[src/rtl/wb_arb.sv]
// Write-back arbiter: merges in-order pipeline writes with late long-latency results
// through a small in-order FIFO that has starvation protection and a pending-write scoreboard.
module wb_arb #(
  parameter int unsigned DEPTH      = 2,
  parameter int unsigned STARVE_MAX = 3
) (
  input  logic        clk,
  input  logic        rst,
  input  logic        pipe_wen,
  input  logic [4:0]  pipe_rd,
  input  logic [31:0] pipe_data,
  output logic        pipe_stall,
  input  logic        lu_valid,
  input  logic [4:0]  lu_rd,
  input  logic [31:0] lu_data,
  output logic        lu_ready,
  input  logic [4:0]  qry_rd,
  output logic        qry_hit,
  output logic        rf_wen,
  output logic [4:0]  rf_rd,
  output logic [31:0] rf_wdata
);

  localparam int unsigned PW = (DEPTH > 1) ? $clog2(DEPTH) : 1;
  localparam int unsigned CW = PW + 1;
  localparam int unsigned SW = (STARVE_MAX > 0) ? $clog2(STARVE_MAX + 1) : 1;
  localparam logic [CW-1:0] FULL_CNT   = CW'(DEPTH);
  localparam logic [SW-1:0] STARVE_LIM = SW'(STARVE_MAX);

  logic [CW-1:0]    r_count;
  logic [PW-1:0]    r_wptr;
  logic [PW-1:0]    r_rptr;
  logic [SW-1:0]    r_starve;
  logic [DEPTH-1:0] r_vld;
  logic [4:0]       r_ent_rd   [DEPTH];
  logic [31:0]      r_ent_data [DEPTH];

  logic w_pipe_act;
  logic w_empty;
  logic w_full;
  logic w_head_gnt;
  logic w_pipe_gnt;
  logic w_enq;

  // Arbitration: head wins when the pipe is idle, the FIFO is full, or the head has starved
  always_comb begin
    w_pipe_act = pipe_wen && (pipe_rd != 5'd0);
    w_empty    = (r_count == '0);
    w_full     = (r_count == FULL_CNT);
    w_head_gnt = !rst && !w_empty &&
                 (!w_pipe_act || w_full || (r_starve == STARVE_LIM));
    w_pipe_gnt = !rst && w_pipe_act && !w_head_gnt;
    lu_ready   = !rst && (r_count < FULL_CNT);
    w_enq      = lu_valid && lu_ready && (lu_rd != 5'd0);
    pipe_stall = w_pipe_act && w_head_gnt;
  end

  // Scoreboard lookup over all live entries
  always_comb begin
    qry_hit = 1'b0;
    for (int unsigned i = 0; i < DEPTH; i++) begin
      if (r_vld[PW'(i)] && (r_ent_rd[PW'(i)] == qry_rd)) qry_hit = 1'b1;
    end
    if (rst || (qry_rd == 5'd0)) qry_hit = 1'b0;
  end

  // Entry payload storage needs no reset; validity is tracked by r_vld
  always_ff @(posedge clk) begin
    if (w_enq) begin
      r_ent_rd[r_wptr]   <= lu_rd;
      r_ent_data[r_wptr] <= lu_data;
    end
  end

  always_ff @(posedge clk) begin
    if (rst) begin
      r_count  <= '0;
      r_wptr   <= '0;
      r_rptr   <= '0;
      r_starve <= '0;
      r_vld    <= '0;
      rf_wen   <= 1'b0;
      rf_rd    <= 5'd0;
      rf_wdata <= 32'd0;
    end else begin
      if (w_head_gnt) begin
        r_vld[r_rptr] <= 1'b0;
        r_rptr        <= r_rptr + PW'(1);
      end
      // Full blocks enqueue via lu_ready, so enq and deq never target the same slot
      if (w_enq) begin
        r_vld[r_wptr] <= 1'b1;
        r_wptr        <= r_wptr + PW'(1);
      end
      r_count <= r_count + CW'(w_enq) - CW'(w_head_gnt);

      if (w_empty || w_head_gnt) begin
        r_starve <= '0;
      end else if (r_starve != STARVE_LIM) begin
        r_starve <= r_starve + SW'(1);
      end

      if (w_head_gnt) begin
        rf_wen   <= 1'b1;
        rf_rd    <= r_ent_rd[r_rptr];
        rf_wdata <= r_ent_data[r_rptr];
      end else if (w_pipe_gnt) begin
        rf_wen   <= 1'b1;
        rf_rd    <= pipe_rd;
        rf_wdata <= pipe_data;
      end else begin
        rf_wen   <= 1'b0;
      end
    end
  end

endmodule

[config.mk]
export PLATFORM = sky130hd
export DESIGN_NAME = wb_arb
export DESIGN_NICKNAME = d
export VERILOG_FILES = /design/src/rtl/wb_arb.sv
export SDC_FILE = /design/constraint.sdc
export NUM_CORES = 1
export LEC_CHECK = 0
export BUFFER_PORTS_ARGS = -buffer_cell sky130_fd_sc_hd__buf_2
export CAP_MARGIN = 20
export CELL_PAD_IN_SITES_DETAIL_PLACEMENT = 0
export CELL_PAD_IN_SITES_GLOBAL_PLACEMENT = 1
export CORE_MARGIN = 3
export CORE_UTILIZATION = 38
export DETAILED_ROUTE_END_ITERATION = 16
export PLACE_DENSITY_LB_ADDON = 0.1
export SLEW_MARGIN = 30
export SYNTH_ARGS = -nofsm -noshare
export SYNTH_HDL_FRONTEND = slang
export SYNTH_SLANG_ARGS = --single-unit
[constraint.sdc]
create_clock -name clk -period 3.1 [get_ports clk]
set_clock_uncertainty 0.2 [all_clocks]
set_input_delay 0.31 -clock clk [delete_from_list [all_inputs] [get_ports clk]]
set_output_delay 0.31 -clock clk [all_outputs]
set_load 0.005 [all_outputs]
==> impl_metrics.toml <==
[outcome]
outcome = "completed"

[setup_path]
crit_path_start_kind = "input port"
endpoint_kind = "output port"
r2r_end = "r_count[1]"
r2r_cells = 11
required_ps = 2590
path_common_cell = "buf_2"
critical_path_class = "input port to output port"
slowest_stage = "dlygate4sd3_1"
critPathArrivalTime_ps = 2470
path_cells = "dlygate4sd3_1 > buf_2 > or3_1 > o2111a_2 > or2_2 > buf_4 > nor2_1 > buf_2"
cp_max_fo = 39
crit_family = "buffers and inverters"
critPathMaxStageDelay_ps = 530
crit_start = "pipe_rd[1]"
r2r_slack_ps = 970
path_buf_inv = 4
rr_startpoint = "r_starve[0]"

[pwr]
power_density_nw_per_um2 = 788.8
p_leak_uw = 0.002833
p_total_uw = 5509
ir_drop_mv = 0.4518

[timing]
hold_violations = 0
rsz0062_at_grt = "false"
slew_headroom_pct = 56.11
tightestPinTransition_ps = 656.9
fmax_mhz = 335.1
fin_tns_setup_ps = 0
min_period_ps = 2984
period_share_pct = 96.27
setup_viol = 0
maxSlewViolCount = 0

[floorplanning]
die_y_um = 118.9
fp-row-count = 40
boundaryPins = 124
start_util_pct = 39.53
die_area_um2 = 14150
die_x_um = 118.9
core_um2 = 12260

[place]
gp_congestion = 0.7322
io_buffers = 123
post-dp-hpwl_um = 7301

[synth]
post-synth-top-area-cell = "edfxtp_1"
synth_warnings = 0
synthTopCellsByArea = "edfxtp_1 46%, dfxtp_1 19%, a311o_1 7.6%"
postSynthCellCount = 355
yosysTopAreaCellShare_pct = 45.84
syn_area_per_cell_um2 = 13.65
syn-num-nets = 441
synth_cell_types = 30
synth-seq-area-share_pct = 65.26
ys_ff_latch = 121
syn-cell-area_um2 = 4847

[drt]
routed_wl_um = 11800
wl_per_cell_um = 16.10
drt-pass1-iter-count = 4
drc = 0
drt-initial-drc-count = 146
routed_via_density = 4.965
ant_nets = 0
vias = 3639

[min_path]
min_delay_path_depth = 2
hp-start = "rst"
hold_path.class = "input port to register"
worstHoldEndpoint = "r_wptr"

[cts]
cts_sinks = 121
cts_buffer_depth = 2
htreeDepth = 4
cts_made_buffers = 17
clock_latency_ps = 400
cts-root-buf = "clkbuf_16"
path_clk_slew_ps = 50
cts_tree = "yes"
cts_setup_buffers = 0

[global_route]
grt-busiest-layer = "met2"
use_met1_pct = 20.72
antenna_found_initial = 0
grtUsageMet2_pct = 30.34
use_met3_pct = 4.084
grt.overflow.total = 0
grtUsageTotal_pct = 17.46
grt_pass1_vias = 3809
grt_pass1_wl_um = 19380
grt_start_max_net_pins = 42

[layout]
fin_nets = 638
antenna_cells = 0
layout-drive-gt1-share_pct = 29.73
synthToLayoutAreaGrowth_pct = 44.09
utilization_pct = 56.96

[run]
max_cap_viol_count = 0
power by group:
group          switching [uW]  total (uW)  leakage, uW  internal [uW]
sequential                184        2240      0.00107           2060
combinational             765        1500      0.00150            736
clock                     615        1760     0.000266           1150
total                    1570        5510      0.00283           3940
final cells by class:
cell class	count	area, um^2
multi-input combinational	199	1555
clock buffer	31	538.0
clock inverter	1	5.005
sequential	121	3164
timing repair buffer	207	1489
fill	1008	5278
inverter	6	22.52
tap	168	210.2
routing by layer:
layer	vias up	share of wire, %	wire length (um)
li1	1783	-	-
met1	1740	42	4986
met2	103	51	6036
met3	13	5.2	610
met4	0	1.4	168
met5	-	0	0
per-stage QoR:
stage	setup slack, ps	cell area [um^2]	hold WS, ps	instances
2_1_floorplan	24.83	4847	196.0	355
3_3_place_gp	579.5	5673	206.0	626
3_5_place_dp	543.2	5700	222.4	627
4_1_cts	113.5	6984	14.14	733
5_1_grt	17.52	6984	31.92	733
6_report	115.6	6984	28.37	733
synthesized netlist by cell type:
master / count
o311a_1: 1
o2111a_1: 1
o21ai_0: 4
a21oi_1: 4
nor2_1: 8
or4_1: 2
xnor2_1: 4
nor4_1: 2
nand2_1: 1
and3_1: 38
or3_1: 2
a311o_1: 37
nor2b_1: 1
a31o_2: 1
nand3_1: 2
or2_2: 1
edfxtp_1: 74
or2_1: 1
nor3_1: 38
buf_2: 6
ha_1: 3
buf_1: 4
inv_1: 6
o211ai_1: 1
buf_6: 5
o21bai_1: 1
mux2i_1: 37
clkbuf_1: 14
xor2_1: 9
dfxtp_1: 47
state kept, by name, indices dropped and copies added (netlist names), named ones only:
signal	count
r_count	2
r_starve	2
rf_rd	5
r_ent_data	64
r_wptr	1
r_rptr	1
r_ent_rd	10
r_vld	2
rf_wdata	32
rf_wen	1
how the worst max path moves through the flow:
stage / slack [ps] / depth (start not counted) / end
final: 120 / 8 / pipe_stall
after floorplan: 20 / 4 / r_ent_data[1][0]
after global routing: 20 / 8 / pipe_stall
after detailed placement: 540 / 11 / r_count[1]
after global placement: 580 / 11 / r_count[1]
after CTS: 110 / 8 / pipe_stall
cell families after synthesis:
family                     Yosys count  share of synthesized area [%]
AOI/OAI and AO/OA                   50                          9.396
and+or+nand+nor                     96                          10.94
xor gates and xnor gates            13                          2.349
muxes                               37                          7.641
adders and majority gates            3                         0.7745
buffers and inverters               35                          3.639
DFF                                121                          65.26
timing repair:
action / CTS / global route
endpoints found under the hold margin: 111 / 0
resized for setup: 0 / 0
hold buffers: 74 / 0
layout by cell type, fill, tap and decap left out, types with 3 or more instances in the layout:
master / n
buf_12: 3
a311o_1: 37
inv_1: 6
nor2_1: 6
dlygate4sd3_1: 74
buf_2: 123
a21oi_1: 3
xor2_1: 9
dfxtp_1: 46
mux2i_1: 37
buf_4: 6
ha_1: 3
xnor2_1: 4
nor3_1: 37
and3_1: 38
edfxtp_1: 74
clkbuf_1: 8
clkbuf_8: 6
clkbuf_16: 17
(Power assumes the default switching activity.)
